==> config.mk <==
export PLATFORM = sky130hd
export DESIGN_NAME = button_press_gen
export DESIGN_NICKNAME = d
export VERILOG_FILES = /design/src/rtl/button_press_gen.sv
export SDC_FILE = /design/constraint.sdc
export NUM_CORES = 1
export LEC_CHECK = 0
export ABC_AREA = 1
export CORE_MARGIN = 2
export CORE_UTILIZATION = 56
export CTS_CLUSTER_SIZE = 16
export DETAILED_ROUTE_END_ITERATION = 10
export PLACE_DENSITY = 0.79
export SYNTH_ARGS = -nofsm -noshare
export SYNTH_HDL_FRONTEND = slang
export SYNTH_SLANG_ARGS = --single-unit
==> constraint.sdc <==
create_clock -name clk -period 2.05 [get_ports clk]
set_clock_uncertainty 0.15 [all_clocks]
set_input_delay 0.615 -clock clk [delete_from_list [all_inputs] [get_ports clk]]
set_output_delay 0.615 -clock clk [all_outputs]
set_load 0.02 [all_outputs]
==> src/rtl/button_press_gen.sv <==
// Button-press pattern generator: emits num_presses clean HOLD/GAP pulses on a registered
// button output. Optional abort input enabled by defining BUTTON_PRESS_GEN_ABORT_EN.
module button_press_gen #(
    parameter int HOLD_CYCLES = 2,
    parameter int GAP_CYCLES  = 2,
    parameter int COUNT_W     = 4,
    parameter int TIMER_W     = 8
) (
    input  logic               clk,
    input  logic               reset,
    input  logic               start,
    input  logic [COUNT_W-1:0] num_presses,
`ifdef BUTTON_PRESS_GEN_ABORT_EN
    input  logic               abort,
`endif
    output logic               button,
    output logic               busy,
    output logic               done,
    output logic [COUNT_W-1:0] presses_sent,
    output logic [1:0]         state_dbg
);

    // Handshake: start is a request sampled only in IDLE; acceptance is visible as busy=1
    // (or done=1 for a zero-press request) after that edge, and done pulses once per sequence.

    typedef enum logic [1:0] {
        IDLE    = 2'd0,
        PRESS   = 2'd1,
        RELEASE = 2'd2,
        DONE    = 2'd3
    } state_t;

    localparam logic [TIMER_W-1:0] HOLD_LAST = TIMER_W'(HOLD_CYCLES - 1);
    localparam logic [TIMER_W-1:0] GAP_LAST  = TIMER_W'(GAP_CYCLES - 1);

    state_t             state;
    logic [TIMER_W-1:0] timer;
    logic [COUNT_W-1:0] remaining;
    logic               abort_req;

`ifdef BUTTON_PRESS_GEN_ABORT_EN
    assign abort_req = abort;
`else
    assign abort_req = 1'b0;
`endif

    assign state_dbg = state;

    always_ff @(posedge clk or negedge reset) begin
        if (!reset) begin
            state        <= IDLE;
            timer        <= '0;
            remaining    <= '0;
            button       <= 1'b0;
            busy         <= 1'b0;
            done         <= 1'b0;
            presses_sent <= '0;
        end else begin
            case (state)
                IDLE: begin
                    done   <= 1'b0;
                    button <= 1'b0;
                    if (start) begin
                        remaining    <= num_presses;
                        presses_sent <= '0;
                        timer        <= '0;
                        if (num_presses != '0) begin
                            state  <= PRESS;
                            button <= 1'b1;
                            busy   <= 1'b1;
                        end else begin
                            state <= DONE;
                            busy  <= 1'b0;
                            done  <= 1'b1;
                        end
                    end
                end

                PRESS: begin
                    // An aborted press is cut short and deliberately not counted.
                    if (abort_req) begin
                        state     <= DONE;
                        timer     <= '0;
                        remaining <= '0;
                        button    <= 1'b0;
                        busy      <= 1'b0;
                        done      <= 1'b1;
                    end else if (timer == HOLD_LAST) begin
                        state        <= RELEASE;
                        timer        <= '0;
                        button       <= 1'b0;
                        presses_sent <= presses_sent + COUNT_W'(1);
                        remaining    <= remaining - COUNT_W'(1);
                    end else begin
                        timer <= timer + TIMER_W'(1);
                    end
                end

                RELEASE: begin
                    if (abort_req) begin
                        state     <= DONE;
                        timer     <= '0;
                        remaining <= '0;
                        button    <= 1'b0;
                        busy      <= 1'b0;
                        done      <= 1'b1;
                    end else if (timer == GAP_LAST) begin
                        timer <= '0;
                        if (remaining != '0) begin
                            state  <= PRESS;
                            button <= 1'b1;
                        end else begin
                            state <= DONE;
                            busy  <= 1'b0;
                            done  <= 1'b1;
                        end
                    end else begin
                        timer <= timer + TIMER_W'(1);
                    end
                end

                DONE: begin
                    state  <= IDLE;
                    done   <= 1'b0;
                    busy   <= 1'b0;
                    button <= 1'b0;
                end

                default: begin
                    state  <= IDLE;
                    timer  <= '0;
                    button <= 1'b0;
                    busy   <= 1'b0;
                    done   <= 1'b0;
                end
            endcase
        end
    end

endmodule

==> results of run 1 <==
-- placed cells by master, fill, tap and decap left out --
cell type	count
nand3_1	16
nand2_2	5
a21oi_1	3
nand2_4	1
nand3b_1	1
o21ai_2	7
nor3_1	1
nand2_1	62
inv_2	2
nand4_1	5
buf_4	3
clkbuf_1	1
xor2_1	2
inv_1	21
ha_1	10
clkdlybuf4s50_1	6
dlygate4sd2_1	7
o21ai_0	11
dfrtp_1	21
a21boi_1	1
nor2_2	1
or2_1	1
clkbuf_4	3
nor2_1	21
a31oi_1	1
dlymetal6s2s_1	2
or2_2	2
nor3_4	1
-- worst max path at each step --
| stage | start | to | slack [ns] | cells past startpoint |
|---|---|---|---|---|
| after global routing | presses_sent[0]$_DFFE_PN0P_ | presses_sent[0] | 0.12 | 1 |
| after floorplan | state_dbg[0]$_DFFE_PN0P_ | timer[4]$_DFFE_PN0P_ | 0.31 | 7 |
| after detailed placement | start | timer[3]$_DFFE_PN0P_ | 0.01 | 8 |
| after CTS | button$_DFFE_PN0P_ | button | 0.0006 | 1 |
| final | presses_sent[0]$_DFFE_PN0P_ | presses_sent[0] | 0.17 | 1 |
| after global placement | start | timer[3]$_DFFE_PN0P_ | 0.05 | 8 |
-- sequential cells by signal, indices dropped and copies added, names as in the netlist --
name and count:
button 1, remaining 4, state_dbg 2, timer 8, presses_sent 4, done 1, busy 1
-- synthesized netlist by cell type --
master,n
nand2_1,62
dfrtp_1,21
inv_1,21
nor2_1,21
nand3_1,16
o21ai_0,11
ha_1,10
o21ai_2,7
nand2_2,5
nand4_1,5
a21oi_1,3
inv_2,2
or2_2,2
xor2_1,2
a21boi_1,1
a31oi_1,1
buf_12,1
buf_4,1
buf_6,1
nand2_4,1
nand3b_1,1
nor2_2,1
nor3_1,1
nor3_4,1
or2_1,1
-- metrics by stage --
step	total power, mW	utilization [%]	instance area, um2	hold slack (ns)	cells
floorplan	1.812	-	1458	0.1694	199
global placement	2.024	65.76	1629	0.3026	244
detailed placement	2.061	65.76	1629	0.3093	244
CTS	2.250	66.46	1647	0.3389	248
global route	2.463	66.67	1652	0.3605	248
finish	2.236	66.67	1652	0.3293	248
-- power by group through the flow --
stage                     logic [mW]  clock network [mW]  registers, mW
after floorplan                 1.11                   0          0.705
after global placement          1.37                   0          0.655
after detailed placement        1.40                   0          0.660
after CTS                       1.39               0.212          0.650
after global routing            1.56               0.230          0.668
final                           1.38               0.205          0.649
-- kinds of logic (layout without fill, tap and decap cells) --
group                    count (synthesis)  after routing  synth area share (%)
buffers and inverters                   26             45                 8.584
XOR/XNOR                                 2              2                 1.202
adder cells (fa/ha/maj)                 10             10                 8.584
AND/OR/NAND/NOR                        117            117                 35.62
AO/OA/AOI/OAI                           23             23                 9.957
flip-flops                              21             21                 36.05
-- cell type report --
| class | count | area share [%] |
|---|---|---|
| multi-input combinational | 152 | 48.86 |
| sequential | 21 | 31.82 |
| timing repair buffer | 18 | 10.23 |
| inverter | 23 | 5.227 |
| tap | 30 | 2.273 |
| clock buffer | 4 | 1.591 |
-- routing by layer --
metal | GRT usage (%) | part of all wire (%) | vias to the layer above
li1 | - | - | 673
met1 | 28.19 | 46 | 619
met2 | 41.27 | 48 | 32
met3 | 2.419 | 4.0 | 5
met4 | 7.317 | 1.3 | 0
met5 | 0 | 0 | -
-- repair_timing --
action / in CTS / in global routing
endpoints found under the setup margin: 7 / 2
endpoints found under the hold margin: 0 / 0
gates resized for setup: 7 / 2
==> summary.txt, run 1 <==
Min path
  • Tightest Hold Check Type: reg -> reg
  • Worst Hold Endpoint: button$_DFFE_PN0P_
  • Start point of the worst hold path: button$_DFFE_PN0P_
  • Min-Delay Path Depth: 2

CTS
  • Clock-pin slew of the registers on the worst-case setup and hold paths: 0.12 ns
  • Clock root buffer: clkbuf_4
  • Clock insertion delay at the later pin of the skew report: 0.31 ns
  • CTS buffer count: 3
  • Post-CTS setup buffer count: 0
  • Post-CTS Hold Fix Bufs: 0
  • Deepest level of the CTS H-tree: 1
  • Clock tree from TritonCTS: done
  • Deepest clock path buffer count: 2
  • CTS sink count: 21

Setup path
  • Worst setup SP type: flop
  • Critical Path AT: 1.11 ns
  • Crit path buf inv count: 1
  • Required time reported for the critical path endpoint: 1.28 ns
  • Biggest cell delay along the critical path: 0.45 ns
  • Worst path slowest cell: dfrtp_1
  • Reg2reg start: state_dbg[0]$_DFFE_PN0P_
  • Critical path fanouts, max: 6
  • Worst r2r dst: timer[3]$_DFFE_PN0P_
  • Start-to-end type of the worst setup path: reg -> out
  • Sequence of cells on the critical path: dlygate4sd2_1
  • Critical Path Sink Type: output pin
  • R2R depth: 7
  • Top delay family on crit path: flip-flops
  • Setup slack, reg-to-reg: 0.27 ns

Floorplanning
  • Core area: 2477 um2
  • Die area: 3027 um2
  • Initial Utilization: 58.84%
  • Row Count: 18
  • Floorplan die width: 55.02 um
  • Total I/O pin count: 16
  • Die Y-Extent: 55.02 um

Pwr
  • Internal power summed over all cells: 1.112 mW
  • Net Sw Frac: 50.24%
  • Sequential cell fraction of total power: 29.0%
  • Power share of the combinational group: 61.8%
  • Clock network fraction of design power: 9.2%
  • LEAKAGE: 0.8887 nW
  • Power density over cell area: 1354 nW/um2
  • Worst vdd ir: 0.001074 V
  • Switching pwr: 1.123 mW

Placement
  • DP Worst Slack: 0.01487 ns
  • Weighted congestion at the end of routability-driven global placement: 0.9149
  • Buffers added on ports: 15
  • DPL Wire Length: 2261 um

Layout
  • Combined area of the multi-input logic cells: 807.0 um2
  • FILL cells: 236
  • Layout-stage area growth over the synthesis result: 13.30%
  • Fraction of final layout cells with drive strength greater than 1: 11.47%
  • Diodes inserted: 0
  • Sequential cell area in the final layout: 525.5 um2
  • Nets: 236

Logic synthesis
  • Largest cells by area after synthesis: dfrtp_1 36%, nand2_1 16%, ha_1 8.6%
  • Cell count after synthesis: 199
  • Fraction of post-synthesis cell area in the top cell type by area: 36.05%
  • Average cell area after synthesis: 7.325 um2
  • Post-synthesis sequential area ratio: 36.05%
  • Number of nets produced by synthesis: 216
  • Syn. warnings: 0
  • Summed instance area of the synthesized netlist: 1458 um2
  • Biggest area consumer among synthesized cells: dfrtp_1
  • Flip-flop and latch count after synthesis: 21
  • Number of unique standard cell types used by synthesis: 25

STA
  • Final-report max-slew violation count: 0
  • Period Utilization, post-route: 91.69%
  • Hold Violations, Final: 0
  • Final Critical Period: 1.880 ns
  • Achievable clock frequency: 532.0 MHz
  • Setup repair after global routing missed its margin: false
  • Final setup violation count: 0
  • Setup TNS after final layout: 0 ns
  • Transition time at the pin with the least slew margin: 0.2848 ns
  • PnR worst setup slack: 0.1704 ns
  • Slew margin rel.: 81.01%

Outcome
  • Run status: completed

Routing
  • Wire length per cell: 11.98 um
  • Number of nets still failing antenna checks after routing: 0
  • Vias per cell: 5.359
  • Drt pass-1 iters: 4
  • Vias after detailed routing: 1,329
  • Remaining DRCs: 0
  • First-iteration detailed-routing DRC count: 26
  • Total detailed-routing wirelength: 2972 um

Global route
  • Vias in the first global route: 1,223
  • Sum of overflow across all layers after global routing: 0
  • First-pass GRT wire length: 4968 um
  • Total global-route track usage: 22.82%
  • Maximum number of pins on one net before global-route repair: 22
  • Number of antenna violations at the first check in global routing: 0

Flow run
  • Count of max-cap constraint violations: 0
(Power assumes the default switching activity.)
==> run 2: changes to the inputs <==
--- a/config.mk
+++ b/config.mk
@@ -11,6 +11,7 @@
 export CTS_CLUSTER_SIZE = 16
 export DETAILED_ROUTE_END_ITERATION = 10
 export PLACE_DENSITY = 0.79
+export SLEW_MARGIN = 10
 export SYNTH_ARGS = -nofsm -noshare
 export SYNTH_HDL_FRONTEND = slang
 export SYNTH_SLANG_ARGS = --single-unit
==> results of run 2 <==
Same layout as run 1: the final DEF is identical, and so are final timing and power.
